===== src/rtl/priority_drain_encoder.sv =====
// Sequential priority encoder: accepts a request vector and emits the index of each set bit, one per handshake.
// Optional PENC_COUNT_EN adds cnt_o = number of indices still pending in the current vector.
//
// state | meaning
// IDLE  | no vector held; ready for a new one
// DRAIN | residual holds bits still to emit; idx_o valid
`timescale 1ns/1ps
module priority_drain_encoder #(
  parameter int WIDTH     = 32,
  parameter bit LSB_FIRST = 1'b1
) (
  input  logic                       clk_i,
  input  logic                       rst_ni,
  input  logic [WIDTH-1:0]           vec_i,
  input  logic                       vec_valid_i,
  output logic                       vec_ready_o,
  output logic [$clog2(WIDTH)-1:0]   idx_o,
  output logic                       idx_valid_o,
  input  logic                       idx_ready_i,
  output logic                       idx_last_o,
  output logic                       empty_o,
  input  logic                       flush_i
`ifdef PENC_COUNT_EN
  ,
  output logic [$clog2(WIDTH+1)-1:0] cnt_o
`endif
);

  localparam int IDXW = $clog2(WIDTH);

  typedef enum logic {IDLE, DRAIN} state_t;

  state_t            state_q, state_d;
  logic [WIDTH-1:0]  residual_q, residual_d;
  logic              empty_q, empty_d;

  logic [IDXW-1:0]   prio_idx;
  logic [WIDTH-1:0]  prio_onehot;
  logic              single_bit;
  logic              in_drain;
  logic              emit;
  logic              accept;

  // Last assignment in the scan wins, so scan direction picks which end has priority.
  always_comb begin
    prio_idx    = '0;
    prio_onehot = '0;
    if (LSB_FIRST) begin
      for (int i = WIDTH-1; i >= 0; i--) begin
        if (residual_q[i]) begin
          prio_idx       = IDXW'(i);
          prio_onehot    = '0;
          prio_onehot[i] = 1'b1;
        end
      end
    end else begin
      for (int i = 0; i < WIDTH; i++) begin
        if (residual_q[i]) begin
          prio_idx       = IDXW'(i);
          prio_onehot    = '0;
          prio_onehot[i] = 1'b1;
        end
      end
    end
  end

  assign single_bit  = (residual_q != '0) &&
                       ((residual_q & (residual_q - WIDTH'(1))) == '0);
  assign in_drain    = (state_q == DRAIN);

  assign idx_valid_o = in_drain;
  assign idx_o       = in_drain ? prio_idx : '0;
  assign idx_last_o  = in_drain && single_bit;
  assign empty_o     = empty_q;

  assign emit        = idx_valid_o && idx_ready_i;
  assign vec_ready_o = !in_drain || (emit && idx_last_o);
  assign accept      = vec_valid_i && vec_ready_o;

  always_comb begin
    state_d    = state_q;
    residual_d = residual_q;
    empty_d    = 1'b0;
    if (flush_i) begin
      state_d    = IDLE;
      residual_d = '0;
    end else begin
      case (state_q)
        IDLE: begin
          if (accept) begin
            if (vec_i != '0) begin
              state_d    = DRAIN;
              residual_d = vec_i;
            end else begin
              empty_d    = 1'b1;
            end
          end
        end
        DRAIN: begin
          if (emit) begin
            if (!idx_last_o) begin
              residual_d = residual_q & ~prio_onehot;
            end else if (accept && (vec_i != '0)) begin
              residual_d = vec_i;
            end else begin
              state_d    = IDLE;
              residual_d = '0;
              empty_d    = accept;
            end
          end
        end
        default: begin
          state_d    = IDLE;
          residual_d = '0;
        end
      endcase
    end
  end

  always_ff @(posedge clk_i or negedge rst_ni) begin
    if (!rst_ni) begin
      state_q    <= IDLE;
      residual_q <= '0;
      empty_q    <= 1'b0;
    end else begin
      state_q    <= state_d;
      residual_q <= residual_d;
      empty_q    <= empty_d;
    end
  end

`ifdef PENC_COUNT_EN
  localparam int CNTW = $clog2(WIDTH+1);

  logic [CNTW-1:0] pop;

  always_comb begin
    pop = '0;
    for (int i = 0; i < WIDTH; i++) begin
      pop = pop + CNTW'(residual_q[i]);
    end
  end

  assign cnt_o = in_drain ? pop : '0;
`endif

endmodule


===== config.mk =====
export PLATFORM = sky130hd
export DESIGN_NAME = priority_drain_encoder
export DESIGN_NICKNAME = d
export VERILOG_FILES = /design/src/rtl/priority_drain_encoder.sv
export SDC_FILE = /design/constraint.sdc
export NUM_CORES = 1
export LEC_CHECK = 0
export ABC_AREA = 0
export ABC_CLOCK_PERIOD_IN_PS = 3700
export CAP_MARGIN = 20
export CELL_PAD_IN_SITES_DETAIL_PLACEMENT = 2
export CELL_PAD_IN_SITES_GLOBAL_PLACEMENT = 2
export CORE_UTILIZATION = 34
export DETAILED_ROUTE_END_ITERATION = 6
export DONT_BUFFER_PORTS = 1
export PLACE_DENSITY = 0.73
export SLEW_MARGIN = 40
export SYNTH_ARGS = -nofsm -noshare
export SYNTH_HDL_FRONTEND = slang
export SYNTH_SLANG_ARGS = --single-unit

===== constraint.sdc =====
create_clock -name clk_i -period 3.7 [get_ports clk_i]
set_clock_uncertainty 0.2 [all_clocks]
set_input_delay 0.555 -clock clk_i [delete_from_list [all_inputs] [get_ports clk_i]]
set_output_delay 0.555 -clock clk_i [all_outputs]
set_load 0.02 [all_outputs]

==> metrics, run 1 <==
clock group share of total power=22.7%; most frequent cells in the layout=buf_4 (42), dfrtp_1 (34), o21ai_0 (30), a22o_1 (29), nand2_1 (28); vias=around 2800; ant diodes=0; Post-Synthesis Cells=309; Clock Latency Late Sink=0.30 ns; area grow syn2layout=24.4%; post-synthesis instance area=2540 um^2; max cap viols=0; #FFs+latches synth=34; crit path launch type=flop; number of flops mapped to enable cells by yosys=0; hold endpoint=residual_q[30]; Worst Setup End Kind=output port; Pint=0.000793 W; DRC Markers=0; Die Y-Extent=88.4 um; Primary FF master, synth=dfrtp_1; DPL Wire Length=~7700 um; RR Endpoint=residual_q[12]; final setup vio count=2; R2R Path Start=residual_q[4]; Worst R2R Setup Slack=roughly 0.08 ns; Die ar.=7810 um^2; Fin. Hold Viols=0; final core occ=43.8%; Yosys warnings=0; final worst slack=-0.362 ns; Seq/Total Area, Yosys=33.5%; RSZ-0062 raised after global routing=true; Final Max Tran Viols=0; Synth top area share=33.5%; NetSw=0.000572 W; share of layout cells above drive strength 1=23.3%; Clock Path Buffers=2; Synth area leaders=dfrtp_1 (34%), a22o_1 (10%), o21ai_0 (6.1%), nand2_1 (4.1%), nor2_1 (3.8%); GRT Overall Usage=30.5%; Routed WL per cell=about 26 um; FF+latch area=851 um^2; CTS H-Tree Depth=2; Seq pwr share=32.6%; status=complete, but fails checks; Initial Util=35.2%; CP Cell Sequence=or4_4 > or4_4 > or3_4 > o311a_4 > or4b_4 > nor2_4; clock sink count=34; final worst path period need=4.06 ns; drt pass-1 iters=4; antenna violations before repair=0; R2R depth=11; PortBufs=0; filler instances=between 800 and 900; maximum vdd drop=between 0.0001 and 0.00015 V; Leakage=1.33 nW; Tcrit/Tclk final=110%; most common cell after layout, fill and taps aside=buf_4; failing checks=setup timing; Root Buffer=clkbuf_8; post-route ant nets=0; slew at the pin closest to its max-slew limit=roughly 0.76 ns; vias in the first global route=3004; CP max FO=5; Detailed Route WL=11500 um; I/O Pins=46; first-pass GRT wire length=17400 um; distinct cell type count after synthesis=48; pwr/cell area=432 nW/um^2; Mapped Avg Cell Area=8.21 um^2; via/cell ratio=6.46; Slowest cell on crit path=or4_4; max incr delay on CP=0.60 ns; initial DRC count=195; Hold Path Depth=1; Synth area leader=dfrtp_1; CTS buffer count=5; area of the multi-input gates=1670 um^2; Async SR Flop Fraction=100%; largest net degree at the start of global routing=35; critical path's most frequent cell=or4_4; Core Rows=31; CTS tree=built; clock transition at the registers of the reported paths=0.08 ns; Slew HR=48.9%; Hold WS=roughly 0.16 ns; Sw Ratio=41.9%; Comb power frac=44.7%; die width=88.4 um; fin nets=375; critical path type=reg2out; hold crit path type=in2reg; Core ar.=about 7200 um^2; Critical Path RT=2.94 ns; fmax=246 MHz; Overflow after GRT=0; RD Place Congestion=0.959; crit path DAT=3.31 ns; hold path startpoint=vec_i[30]; syn nets=about 350
-- what timing repair did --
action,CTS,global route
buffers inserted,8,1
setup endpoints to repair,34,3
hold buffers,2,0
gates resized for setup,17,7
endpoints found under the hold margin,34,0
pin swaps,10,5
-- sequential cells by signal (all words and copies together), names as in the netlist --
name,count
empty_o,1
idx_valid_o,1
residual_q,32
-- power groups by stage --
stage	clock network, W	logic (W)	registers (W)
after detailed placement	0	0.000493	0.000444
after global routing	0.000331	0.000645	0.000448
final	0.000310	0.000609	0.000445
after floorplan	0	0.000331	0.000430
after CTS	0.000314	0.000565	0.000440
after global placement	0	0.000479	0.000441
-- logic make-up after synthesis --
logic type / after synthesis / share of synthesized area [%]
buffers and inverters: 34 / 7.49
DFF: 34 / 33.5
and+or+nand+nor: 122 / 26.0
AOI/OAI and AO/OA: 119 / 33.0
-- metrics by stage --
stage / setup WS, ns / area [um^2] / cells / TNS, ns / power [W]
after floorplan: 0.0234 / 2560 / 309 / 0 / 0.000761
after global placement: -0.109 / 2800 / 419 / -2.13 / 0.000920
after detailed placement: -0.118 / 2810 / 419 / -3.23 / 0.000937
after CTS: -0.255 / 3100 / 437 / -0.310 / 0.00132
after global routing: -0.409 / 3160 / 438 / -0.617 / 0.00142
final: -0.362 / 3160 / 438 / -0.504 / 0.00136
-- cell usage after synthesis (all sizes together), types with 5 or more instances --
master	number
a22o	29
clkbuf	15
nor3	15
o211ai	6
o41ai	5
nor2	26
inv	10
a21oi	14
nand4	5
o31ai	7
or4	8
buf	9
nand2	28
o21ai	31
dfrtp	34
a211oi	7
nor4	17
-- how the worst max path moves through the flow --
stage	start	endpoint	slack (ns)	depth (start not counted)
finish	residual_q[4]	idx_last_o	-0.36	6
global placement	residual_q[8]	idx_last_o	-0.11	7
floorplan	residual_q[12]	idx_last_o	0.02	7
global route	residual_q[4]	idx_last_o	-0.41	6
detailed placement	residual_q[8]	residual_q[25]	-0.12	11
CTS	residual_q[15]	idx_last_o	-0.26	6
-- routing by layer --
| layer | routed length, um | vias to the layer above | global-route usage, % |
|---|---|---|---|
| met5 | 0 | - | 0 |
| met4 | 274 | 0 | 11.3 |
| met3 | 605 | 19 | 6.90 |
| met2 | 5470 | 79 | 48.5 |
| met1 | 5190 | 1479 | 40.2 |
| li1 | - | 1252 | - |
-- cell type report --
class / count / share of cell area, %
multi-input combinational: 241 / 53.0
sequential: 34 / 27.0
timing repair buffer: 46 / 12.0
tap: 99 / 3.92
clock buffer: 7 / 2.73
inverter: 10 / 1.19
clock inverter: 1 / 0.159
-- critical path: cells and delay by family, from the launching register on --
kind,cells,cell delay (ns)
compound gates,1,0.34
simple gates,5,2.28
flops,1,0.39
Note: power is estimated with default switching activity, not from simulation.
==> run 2: changes to the inputs <==
--- a/config.mk
+++ b/config.mk
@@ -10,9 +10,9 @@
 export CAP_MARGIN = 20
 export CELL_PAD_IN_SITES_DETAIL_PLACEMENT = 2
 export CELL_PAD_IN_SITES_GLOBAL_PLACEMENT = 2
-export CORE_UTILIZATION = 34
+export CORE_UTILIZATION = 28
 export DETAILED_ROUTE_END_ITERATION = 6
-export DONT_BUFFER_PORTS = 1
+export GPL_TIMING_DRIVEN = 0
 export PLACE_DENSITY = 0.73
 export SLEW_MARGIN = 40
 export SYNTH_ARGS = -nofsm -noshare
==> run 2 against run 1 <==
  * The run ends with hold timing, setup timing left
  * Design area is 17% higher
  * Clock-buffer cell count fell by 2
  * Setup slack worse by 0.023 ns
  * Non-clock buffer count grew 49
  * Core utilization decreased by 1.4 points
  * Clock power down 10%
  * Power up 3.0%
  * Highest routed layer unchanged
  * Sequential share of layout area is 3.7 points lower
  * Sequential power is essentially flat
==> metrics, run 2 (same netlist as run 1, synthesis figures left out) <==
met3 routed wirelength=548 um (-9.4%); Root Buffer=clkbuf_8; Detailed Route WL=11600 um (+0.23%); CP max FO=5 (unchanged); DRC Markers=0 (unchanged); drt pass-1 iters=5 (+1); max reg flops=32 (unchanged); DPL Wire Length=7960 um (+3.8%); Die ar.=9450 um^2 (+21%); Overflow after GRT=0 (unchanged); R2R Path Start=residual_q[9]; Core Rows=34 (+9.7%); post-route ant nets=0 (unchanged); status=complete, but fails checks; PortBufs=45 (+45); Core ar.=8760 um^2 (+21%); critical path type=reg2out; share of layout cells above drive strength 1=22.2% (-1.1 points); max cap viols=0 (unchanged); CTS H-Tree Depth=2 (unchanged); Routed WL per cell=23.4 um (-11%); Critical Path Start=residual_q[9]; final worst path period need=4.09 ns (+0.0231 ns); Leakage=1.51 nW (+14%); clock sink count=34 (unchanged); final core occ=42.3% (-1.4 points); Final Max Tran Viols=0 (unchanged); via/cell ratio=5.93 (-8.2%); most frequent cells in the layout=clkdlybuf4s50_1 (41), o21ai_0 (31), a22o_1 (29), nand2_1 (28), buf_4 (26); Tcrit/Tclk final=110% (+0.62 points); vias=2934 (+3.7%); RD Place Congestion=0.808 (-16%); CTS buffer count=5 (unchanged); GRT Overall Usage=23.1% (-7.3 points); Slowest cell on crit path=or4_4; CTS tree=built; Max Used Layer=met4; Hold WS=-0.00238 ns (-0.167 ns); Slew HR=41.0% (-7.9 points); crit path DAT=3.33 ns (+0.02 ns); final worst slack=-0.385 ns (-0.0231 ns); Critical Path RT=2.94 ns (about the same); metal2 WL=5440 um (-0.48%); max incr delay on CP=0.60 ns (about the same); Clock Path Buffers=2 (unchanged); Top reg by flops=residual_q; Total Power=0.00141 W (+3.0%); area grow syn2layout=46.2%; fmax=245 MHz (-0.57%); Met1 Wirelength=5450 um (+5.0%); Die Y-Extent=97.2 um (+10%); final setup vio count=27 (+25); hold crit path type=in2async; clock transition at the registers of the reported paths=0.08 ns (about the same); RSZ-0062 raised after global routing=true; slew at the pin closest to its max-slew limit=0.862 ns (+0.0989 ns); failing checks=hold timing, setup timing; pwr/cell area=379 nW/um^2 (-12%); antenna violations before repair=0 (unchanged); I/O Pins=46 (unchanged); Clock Latency Late Sink=0.30 ns (about the same); largest net degree at the start of global routing=19 (-46%); CP Cell Sequence=or4_4 > or4_4 > buf_6 > a2111oi_4 > o2111ai_1 > or4b_4 > nor2_4 > buf_6; ant diodes=0 (unchanged); first-pass GRT wire length=17000 um (-2.2%); Fin. Hold Viols=3 (+3); most common cell after layout, fill and taps aside=clkdlybuf4s50_1; Worst Setup End Kind=output port; fin nets=424 (+13%); initial DRC count=189 (-3.1%); vias in the first global route=2918 (-2.9%); CTS Hold Buffers Added=0 (-2); die width=97.2 um (+10%); crit path launch type=flop; Initial Util=29.0% (-6.2 points); maximum vdd drop=0.000186 V (+29%)
-- run 2: changes by cell type in the layout (fill, tap and decap cells not counted), sizes merged --
cell / previous run / this run
buf: 45 / 39
clkbuf: 7 / 19
clkdlybuf4s50: 0 / 41
clkinv: 1 / 2
dlygate4sd2: 0 / 1
dlygate4sd3: 1 / 0
-- run 2: critical path, delay by kind of cell (launching register included) --
kind / cells / cell delay [ns]
buf+inv: 2 / 0.27
flops: 1 / 0.44
simple gates: 4 / 1.80
compound gates: 2 / 0.50
-- run 2: cell type report --
type / instances / area [um^2]
Fill cell: 989 / 5050
Multi-Input combinational cell: 241 / 1680
Sequential cell: 34 / 862
Timing Repair Buffer: 76 / 756
Buffer: 19 / 163
Tap cell: 108 / 135
Clock buffer: 5 / 68.8
Inverter: 10 / 37.5
Clock inverter: 2 / 10.0
-- run 2: path summary, 6_finish.rpt --
| check | endpoint | slack, ns | cells after the start |
|---|---|---|---|
| worst max-delay path | idx_last_o | -0.39 | 8 |
| min in group clk_i | residual_q[9] | 0.37 | 1 |
| max in group asynchronous | residual_q[15] | 2.83 | 2 |
| worst max register to register | residual_q[8] | -0.04 | 12 |
| worst min-delay path | residual_q[5] | -0.002 | 1 |
| worst min register to register | residual_q[9] | 0.37 | 1 |
-- run 2: timing repair --
action	CTS	global route
resized for setup	41	10
buffers inserted	16	11
gates cloned	0	3
pin swaps	9	12
endpoints found under the setup margin	37	34
-- run 2: metal layers --
metal  GRT usage, %  vias to the layer above
li1               -                     1347
met1           33.4                     1501
met2           37.1                       75
met3           2.66                       11
met4           4.71                        0
met5              0                        -
-- run 2: power breakdown --
group | total (W) | leakage, nW | internal [W] | switching, W
Clock | 0.000279 | 0.0438 | 0.000127 | 0.000152
Combinational | 0.000683 | 1.03 | 0.000305 | 0.000378
Sequential | 0.000444 | 0.445 | 0.000399 | 0.0000449
-- run 2: through the flow --
stage	instance area (um^2)	cells	hold slack, ns	TNS, ns	worst slack (ns)
global placement	3150	462	0.372	-13.19	-0.906
floorplan	2560	309	0.0594	0	0.0234
global route	3710	495	0.0281	-3.56	-0.470
detailed placement	3190	463	0.338	-9.65	-0.905
finish	3710	495	-0.00238	-1.38	-0.385
CTS	3510	481	0.0162	-0.800	-0.416
==> run 3: changes to the inputs <==
--- a/config.mk
+++ b/config.mk
@@ -7,7 +7,6 @@
 export LEC_CHECK = 0
 export ABC_AREA = 0
 export ABC_CLOCK_PERIOD_IN_PS = 3700
-export CAP_MARGIN = 20
 export CELL_PAD_IN_SITES_DETAIL_PLACEMENT = 2
 export CELL_PAD_IN_SITES_GLOBAL_PLACEMENT = 2
 export CORE_UTILIZATION = 28
==> results of run 3 <==
Same layout as run 2: the final DEF is identical, and so are final timing and power.
